`config.mk`:
```
export PLATFORM = sky130hd
export DESIGN_NAME = bp_redirect_scheduler_flat
export DESIGN_NICKNAME = d
export VERILOG_FILES = /design/src/rtl/bp_redirect_scheduler_if.sv /design/src/rtl/bp_redirect_scheduler.sv /design/src/flat_wrapper.sv
export SDC_FILE = /design/constraint.sdc
export NUM_CORES = 1
export LEC_CHECK = 0
export ABC_AREA = 1
export CELL_PAD_IN_SITES_DETAIL_PLACEMENT = 1
export CELL_PAD_IN_SITES_GLOBAL_PLACEMENT = 1
export CORE_ASPECT_RATIO = 2
export CORE_MARGIN = 1.5
export CORE_UTILIZATION = 41
export CTS_CLUSTER_DIAMETER = 50
export DETAILED_ROUTE_END_ITERATION = 8
export PLACE_DENSITY_LB_ADDON = 0.05
export SLEW_MARGIN = 20
export SYNTH_ARGS = -nofsm -noshare
export SYNTH_HDL_FRONTEND = slang
export SYNTH_SLANG_ARGS = --single-unit
```
`constraint.sdc`:
```
create_clock -name clk -period 6.12 [get_ports clk]
set_input_delay 0.612 -clock clk [delete_from_list [all_inputs] [get_ports clk]]
set_output_delay 0.612 -clock clk [all_outputs]
set_load 0.03 [all_outputs]
```
`src/rtl/bp_redirect_scheduler_if.sv`:
```
// Bus between EX and the redirect/update scheduler: resolution records, exception
// events, predictor update port and redirect/flush outputs.
interface bp_redirect_scheduler_if;
  logic        stall;
  logic        res_valid;
  logic        res_ready;
  logic [31:0] res_pc;
  logic [31:0] res_target;
  logic [31:0] res_pred_pc;
  logic        res_branch;
  logic        res_predict;
  logic        res_actual;
  logic        excp_valid;
  logic        excp_sret;
  logic [31:0] excp_pc;
  logic        upd_valid;
  logic [31:0] upd_pc;
  logic        upd_actual;
  logic        redirect_valid;
  logic [31:0] redirect_pc;
  logic        flush;
  logic        busy;

  modport slave (
    input  stall, res_valid, res_pc, res_target, res_pred_pc, res_branch,
           res_predict, res_actual, excp_valid, excp_sret, excp_pc,
    output res_ready, upd_valid, upd_pc, upd_actual, redirect_valid,
           redirect_pc, flush, busy
  );

  modport master (
    output stall, res_valid, res_pc, res_target, res_pred_pc, res_branch,
           res_predict, res_actual, excp_valid, excp_sret, excp_pc,
    input  res_ready, upd_valid, upd_pc, upd_actual, redirect_valid,
           redirect_pc, flush, busy
  );
endinterface

```
`src/rtl/bp_redirect_scheduler.sv`:
```
// Buffers resolved branches for predictor updates, detects mispredicts/exceptions,
// issues a registered redirect and holds a fixed-length flush window.
//
//   state    | meaning
//   ST_RUN   | accepting resolutions, redirect on mispredict/exception
//   ST_FLUSH | wrong-path squash; resolutions refused, FIFO keeps draining
module bp_redirect_scheduler #(
  parameter int          DEPTH_LOG2   = 2,
  parameter int          FLUSH_CYCLES = 2,
  parameter logic [31:0] EXCP_ADDR    = 32'h1c09_0000
) (
  input  logic                    clk,
  input  logic                    rst,
  bp_redirect_scheduler_if.slave  bus
);
  localparam int DEPTH = 1 << DEPTH_LOG2;
  localparam int CW    = $clog2(FLUSH_CYCLES + 1);
  localparam int NW    = DEPTH_LOG2 + 1;

  localparam logic [0:0]            ST_RUN    = 1'b0;
  localparam logic [0:0]            ST_FLUSH  = 1'b1;
  localparam logic [NW-1:0]         CNT_ONE   = 1;
  localparam logic [NW-1:0]         CNT_FULL  = DEPTH;
  localparam logic [DEPTH_LOG2-1:0] PTR_ONE   = 1;
  localparam logic [CW-1:0]         FC_ONE    = 1;
  localparam logic [CW-1:0]         FC_RELOAD = FLUSH_CYCLES;

  logic [0:0]            state_q, state_d;
  logic [CW-1:0]         flush_cnt_q, flush_cnt_d;
  logic [NW-1:0]         count_q, count_d;
  logic [DEPTH_LOG2-1:0] wr_ptr_q, wr_ptr_d, rd_ptr_q, rd_ptr_d;
  logic [31:0]           mem_pc_q [DEPTH];
  logic [31:0]           mem_pc_d [DEPTH];
  logic                  mem_act_q [DEPTH];
  logic                  mem_act_d [DEPTH];
  logic [31:0]           sepc_q, sepc_d;
  logic                  redirect_valid_q, redirect_valid_d;
  logic [31:0]           redirect_pc_q, redirect_pc_d;

  logic upd_valid, res_ready, accept, push, mispredict, redirect;

  assign upd_valid  = !bus.stall && (count_q != '0);
  // A full FIFO may still take a record when the head leaves in the same cycle.
  assign res_ready  = (state_q == ST_RUN) && ((count_q < CNT_FULL) || upd_valid);
  assign accept     = bus.res_valid && res_ready;
  assign push       = accept && bus.res_branch;
  assign mispredict = accept && ((bus.res_actual != bus.res_predict) ||
                                 (bus.res_pred_pc != bus.res_target));
  assign redirect   = bus.excp_valid || mispredict;

  always_comb begin
    mem_pc_d  = mem_pc_q;
    mem_act_d = mem_act_q;
    wr_ptr_d  = wr_ptr_q;
    rd_ptr_d  = rd_ptr_q;
    count_d   = count_q;
    if (push) begin
      mem_pc_d[wr_ptr_q]  = bus.res_pc;
      mem_act_d[wr_ptr_q] = bus.res_actual;
      wr_ptr_d            = wr_ptr_q + PTR_ONE;
    end
    if (upd_valid) rd_ptr_d = rd_ptr_q + PTR_ONE;
    if (push && !upd_valid)      count_d = count_q + CNT_ONE;
    else if (!push && upd_valid) count_d = count_q - CNT_ONE;
  end

  always_comb begin
    sepc_d           = sepc_q;
    redirect_valid_d = redirect;
    redirect_pc_d    = redirect_pc_q;
    state_d          = state_q;
    flush_cnt_d      = flush_cnt_q;
    if (bus.excp_valid && !bus.excp_sret) sepc_d = bus.excp_pc + 32'd4;
    // Exception outranks a simultaneous mispredict; sret returns to the old sepc.
    if (bus.excp_valid)  redirect_pc_d = bus.excp_sret ? sepc_q : EXCP_ADDR;
    else if (mispredict) redirect_pc_d = bus.res_target;
    if (redirect) begin
      state_d     = ST_FLUSH;
      flush_cnt_d = FC_RELOAD;
    end else if (state_q == ST_FLUSH) begin
      flush_cnt_d = flush_cnt_q - FC_ONE;
      if (flush_cnt_q == FC_ONE) state_d = ST_RUN;
    end
  end

  always_ff @(posedge clk) begin
    if (rst) begin
      state_q          <= ST_RUN;
      flush_cnt_q      <= '0;
      count_q          <= '0;
      wr_ptr_q         <= '0;
      rd_ptr_q         <= '0;
      sepc_q           <= '0;
      redirect_valid_q <= 1'b0;
      redirect_pc_q    <= '0;
    end else begin
      state_q          <= state_d;
      flush_cnt_q      <= flush_cnt_d;
      count_q          <= count_d;
      wr_ptr_q         <= wr_ptr_d;
      rd_ptr_q         <= rd_ptr_d;
      sepc_q           <= sepc_d;
      redirect_valid_q <= redirect_valid_d;
      redirect_pc_q    <= redirect_pc_d;
    end
  end

  always_ff @(posedge clk) begin
    mem_pc_q  <= mem_pc_d;
    mem_act_q <= mem_act_d;
  end

  assign bus.res_ready      = res_ready;
  assign bus.upd_valid      = upd_valid;
  assign bus.upd_pc         = mem_pc_q[rd_ptr_q];
  assign bus.upd_actual     = mem_act_q[rd_ptr_q];
  assign bus.redirect_valid = redirect_valid_q;
  assign bus.redirect_pc    = redirect_pc_q;
  assign bus.flush          = (state_q == ST_FLUSH);
  assign bus.busy           = (state_q == ST_FLUSH);
endmodule

```
`src/flat_wrapper.sv`:
```
// flat-port wrapper written by rule: the top's interface ports become plain ports
module bp_redirect_scheduler_flat 
#(
  parameter int          DEPTH_LOG2   = 2,
  parameter int          FLUSH_CYCLES = 2,
  parameter logic [31:0] EXCP_ADDR    = 32'h1c09_0000
)
  (clk, rst, bus_stall, bus_res_valid, bus_res_pc, bus_res_target, bus_res_pred_pc, bus_res_branch, bus_res_predict, bus_res_actual, bus_excp_valid, bus_excp_sret, bus_excp_pc, bus_res_ready, bus_upd_valid, bus_upd_pc, bus_upd_actual, bus_redirect_valid, bus_redirect_pc, bus_flush, bus_busy);
  bp_redirect_scheduler_if bus_i ();
  input  logic clk;
  input  logic rst;
  input wire logic [$bits(bus_i.stall)-1:0] bus_stall;
  input wire logic [$bits(bus_i.res_valid)-1:0] bus_res_valid;
  input wire logic [$bits(bus_i.res_pc)-1:0] bus_res_pc;
  input wire logic [$bits(bus_i.res_target)-1:0] bus_res_target;
  input wire logic [$bits(bus_i.res_pred_pc)-1:0] bus_res_pred_pc;
  input wire logic [$bits(bus_i.res_branch)-1:0] bus_res_branch;
  input wire logic [$bits(bus_i.res_predict)-1:0] bus_res_predict;
  input wire logic [$bits(bus_i.res_actual)-1:0] bus_res_actual;
  input wire logic [$bits(bus_i.excp_valid)-1:0] bus_excp_valid;
  input wire logic [$bits(bus_i.excp_sret)-1:0] bus_excp_sret;
  input wire logic [$bits(bus_i.excp_pc)-1:0] bus_excp_pc;
  output wire logic [$bits(bus_i.res_ready)-1:0] bus_res_ready;
  output wire logic [$bits(bus_i.upd_valid)-1:0] bus_upd_valid;
  output wire logic [$bits(bus_i.upd_pc)-1:0] bus_upd_pc;
  output wire logic [$bits(bus_i.upd_actual)-1:0] bus_upd_actual;
  output wire logic [$bits(bus_i.redirect_valid)-1:0] bus_redirect_valid;
  output wire logic [$bits(bus_i.redirect_pc)-1:0] bus_redirect_pc;
  output wire logic [$bits(bus_i.flush)-1:0] bus_flush;
  output wire logic [$bits(bus_i.busy)-1:0] bus_busy;
  assign bus_i.stall = bus_stall;
  assign bus_i.res_valid = bus_res_valid;
  assign bus_i.res_pc = bus_res_pc;
  assign bus_i.res_target = bus_res_target;
  assign bus_i.res_pred_pc = bus_res_pred_pc;
  assign bus_i.res_branch = bus_res_branch;
  assign bus_i.res_predict = bus_res_predict;
  assign bus_i.res_actual = bus_res_actual;
  assign bus_i.excp_valid = bus_excp_valid;
  assign bus_i.excp_sret = bus_excp_sret;
  assign bus_i.excp_pc = bus_excp_pc;
  assign bus_res_ready = bus_i.res_ready;
  assign bus_upd_valid = bus_i.upd_valid;
  assign bus_upd_pc = bus_i.upd_pc;
  assign bus_upd_actual = bus_i.upd_actual;
  assign bus_redirect_valid = bus_i.redirect_valid;
  assign bus_redirect_pc = bus_i.redirect_pc;
  assign bus_flush = bus_i.flush;
  assign bus_busy = bus_i.busy;
  bp_redirect_scheduler #(.DEPTH_LOG2(DEPTH_LOG2), .FLUSH_CYCLES(FLUSH_CYCLES), .EXCP_ADDR(EXCP_ADDR)) u_core (.clk(clk), .rst(rst), .bus(bus_i));
endmodule
```
==> impl_metrics.env <==
export IMPL_viasPerCell=5.30
export IMPL_grt_util_met2_pct=47.5
export IMPL_ys_seq_area_share_pct=58.1
export IMPL_synthArstFlopShare_pct=0
export IMPL_cts_path_max_buffers=3
export IMPL_die_w_um=110
export IMPL_netlist_top_cells_area="edfxtp_1 (42%), dfxtp_1 (16%), nand2_1 (6.5%)"
export IMPL_worstHoldStart="u_core.bus.redirect_pc[29]"
export IMPL_clock_sinks=207
export IMPL_grtUsageMet1_pct=24.4
export IMPL_fin_skew_ps=13.8
export IMPL_fin_crit_sh_pct=55.7
export IMPL_setup_tns_ps=0
export IMPL_cpMaxStageDelayCell="clkdlybuf4s50_1"
export IMPL_grtUsageTotal_pct=24.8
export IMPL_postSynthAreaPerCell_um2=9.29
export IMPL_synthFlopType="edfxtp_1"
export IMPL_total_power_mw=3.96
export IMPL_vias=7891
export IMPL_ctsRootBufferMaster="clkbuf_16"
export IMPL_setup_viol=0
export IMPL_startpoint="u_core.rd_ptr_q[1]"
export IMPL_clock_latency_ps=500
export IMPL_status="finished, final reports clean"
export IMPL_rsz0062_at_grt="false"
export IMPL_netlist_instances=1012
export IMPL_post_cts_setup_buffers=0
export IMPL_diodes=0
export IMPL_path_cells="buf_4 > inv_2 > o21ai_0 > o22ai_1 > clkdlybuf4s50_1"
export IMPL_leakage_nw=4.77
export IMPL_hold_violations=0
export IMPL_fp_coreArea_um2=22600
export IMPL_top_usage_layer="met2"
export IMPL_drtIter0Drc=389
export IMPL_yosys_register_bits=207
export IMPL_cp_required_ps=5510
export IMPL_place_area_um2=11700
export IMPL_path_delay_family="buffers and inverters"
export IMPL_grt_max_degree=68
export IMPL_critPathMaxStageDelay_ps=740
export IMPL_clkTransAtPathRegs_ps=70
export IMPL_antenna_found_initial=0
export IMPL_synth_top_cell_area_share_pct=42.2
export IMPL_wl_per_cell_um=19.3
export IMPL_cap_violations=0
export IMPL_synth_edff_count=132
export IMPL_min_period_ps=3410
export IMPL_place_ws_ps=2510
export IMPL_cp_num_buf_inv=3
export IMPL_start_util_pct=41.5
export IMPL_yosysWarnings=0
export IMPL_ant_nets=0
export IMPL_cts_resized=0
export IMPL_ctsHoldBuffers=0
export IMPL_grt_pass1_wl_um=44600
export IMPL_finalNetCount=1341
export IMPL_r2r_start="u_core.bus.busy"
export IMPL_critPathArrivalTime_ps=2800
export IMPL_firstDrtPassIters=4
export IMPL_max_clock_freq_mhz=293
export IMPL_area_growth_pct=31.9
export IMPL_cts_made_buffers=20
export IMPL_place_gp_congestion=0.982
export IMPL_grt_pass1_vias=8414
export IMPL_setup_ws_ps=2710
export IMPL_synth_largest_area_cell="edfxtp_1"
export IMPL_fp_row_count=78
export IMPL_worstMarginPinSlew_ps=1080
export IMPL_wl_um=28800
export IMPL_die_area_um2=23900
export IMPL_drc_errors=0
export IMPL_maxSlewViolCount=0
export IMPL_hold_slack_ps=480
export IMPL_design_area_um2=12400
export IMPL_path_max_fanout=35
export IMPL_cts_max_level=1
export IMPL_end_kind="output pin"
export IMPL_layout_common_cells="clkdlybuf4s50_1 (206), nand2_1 (162), edfxtp_1 (132), o21ai_0 (107), nor2_1 (99)"
export IMPL_power_density_nw_per_um2=319
export IMPL_die_h_um=217
export IMPL_final_common_cell="clkdlybuf4s50_1"
export IMPL_ios=207
export IMPL_vdd_drop_max_v=0.000292
export IMPL_path_class="register to output pin"
export IMPL_netlist_area_um2=9400
export IMPL_dp_hpwl_um=21400
export IMPL_cp_start_kind="register"
export IMPL_grt_ovfl_total=0
export IMPL_tritoncts="done"
export IMPL_drive_above_1_share_pct=5.70
export IMPL_hold_class="register to register"
export IMPL_postSynthNetCount=1157
export IMPL_slew_headroom_pct=27.6
export IMPL_synth_cell_types=36
export IMPL_port_buffer_count=206
export IMPL_grt_util_met3_pct=2.82
==> worst reg2reg max path, delay by kind of cell (launching register included) <==
| kind | cells | cell delay [ps] |
|---|---|---|
| flops | 1 | 400 |
| simple gates | 3 | 1390 |
| compound gates | 1 | 230 |
| buf+inv | 1 | 160 |
==> cells in the mapped netlist, types with 4 or more instances <==
library cell / n
o211ai_1: 4
xor2_1: 14
xnor2_1: 21
nor2_4: 4
nor3_2: 4
dfxtp_1: 75
inv_1: 101
buf_1: 5
o22ai_1: 37
a21oi_1: 38
ha_1: 7
clkbuf_1: 39
inv_2: 4
nand2_1: 162
o21ai_1: 7
or2_0: 8
o21ai_0: 107
nand3_1: 57
nand4_1: 42
edfxtp_1: 132
nor3_1: 5
nor2_1: 103
nand2_2: 4
a22o_1: 4
buf_2: 8
==> metal layers <==
metal,routed length (um),vias up
met5,0,-
met4,1690,0
met2,16200,214
li1,-,3825
met1,9880,3780
met3,968,72
==> layout make-up <==
| class | count | area (um2) |
|---|---|---|
| repair buffers | 215 | 2170 |
| multi-input cells | 645 | 3350 |
| well taps | 280 | 350 |
| clock inverters | 11 | 114 |
| fillers | 2572 | 10200 |
| inverters | 107 | 403 |
| flip-flops and latches | 207 | 5470 |
| clock buffers | 25 | 551 |
==> registers in the layout, indices dropped and copies added, names as in the netlist <==
| signal | cells |
|---|---|
| u_core.bus.redirect_valid | 1 |
| u_core.rd_ptr_q | 2 |
| u_core.bus.redirect_pc | 32 |
| u_core.sepc_q | 32 |
| u_core.count_q | 3 |
| u_core.wr_ptr_q | 2 |
| u_core.mem_pc_q | 128 |
| u_core.flush_cnt_q | 2 |
| u_core.mem_act_q | 4 |
| u_core.bus.busy | 1 |
==> report_power, final <==
part / leakage, nW / switching, mW / internal (mW)
registers: 1.81 / 0.0360 / 1.55
logic: 2.64 / 0.698 / 0.425
clock network: 0.323 / 0.519 / 0.729
==> final timing paths <==
| check | slack (ps) | endpoint | depth (start not counted) |
|---|---|---|---|
| hold / removal | 480 | u_core.bus.redirect_pc[29] | 2 |
| hold reg to reg | 480 | u_core.bus.redirect_pc[29] | 2 |
| setup reg to reg | 3550 | u_core.mem_pc_q[49] | 5 |
| setup / recovery | 2710 | bus_upd_pc[26] | 5 |
==> cells by family after synthesis <==
group / share of synthesized area, %
adders and majority gates: 1.14
buffers and inverters: 6.53
and+or+nand+nor: 19.5
AOI/OAI and AO/OA: 11.4
xor gates and xnor gates: 3.26
DFF: 58.1
==> through the flow <==
| stage | cells | util (%) |
|---|---|---|
| after floorplan | 1012 | - |
| after global placement | 1451 | 51.6 |
| after detailed placement | 1454 | 51.9 |
| after CTS | 1490 | 54.8 |
| after global routing | 1490 | 54.8 |
| final | 1490 | 54.8 |
No activity file was read; power rests on OpenSTA's default activity.
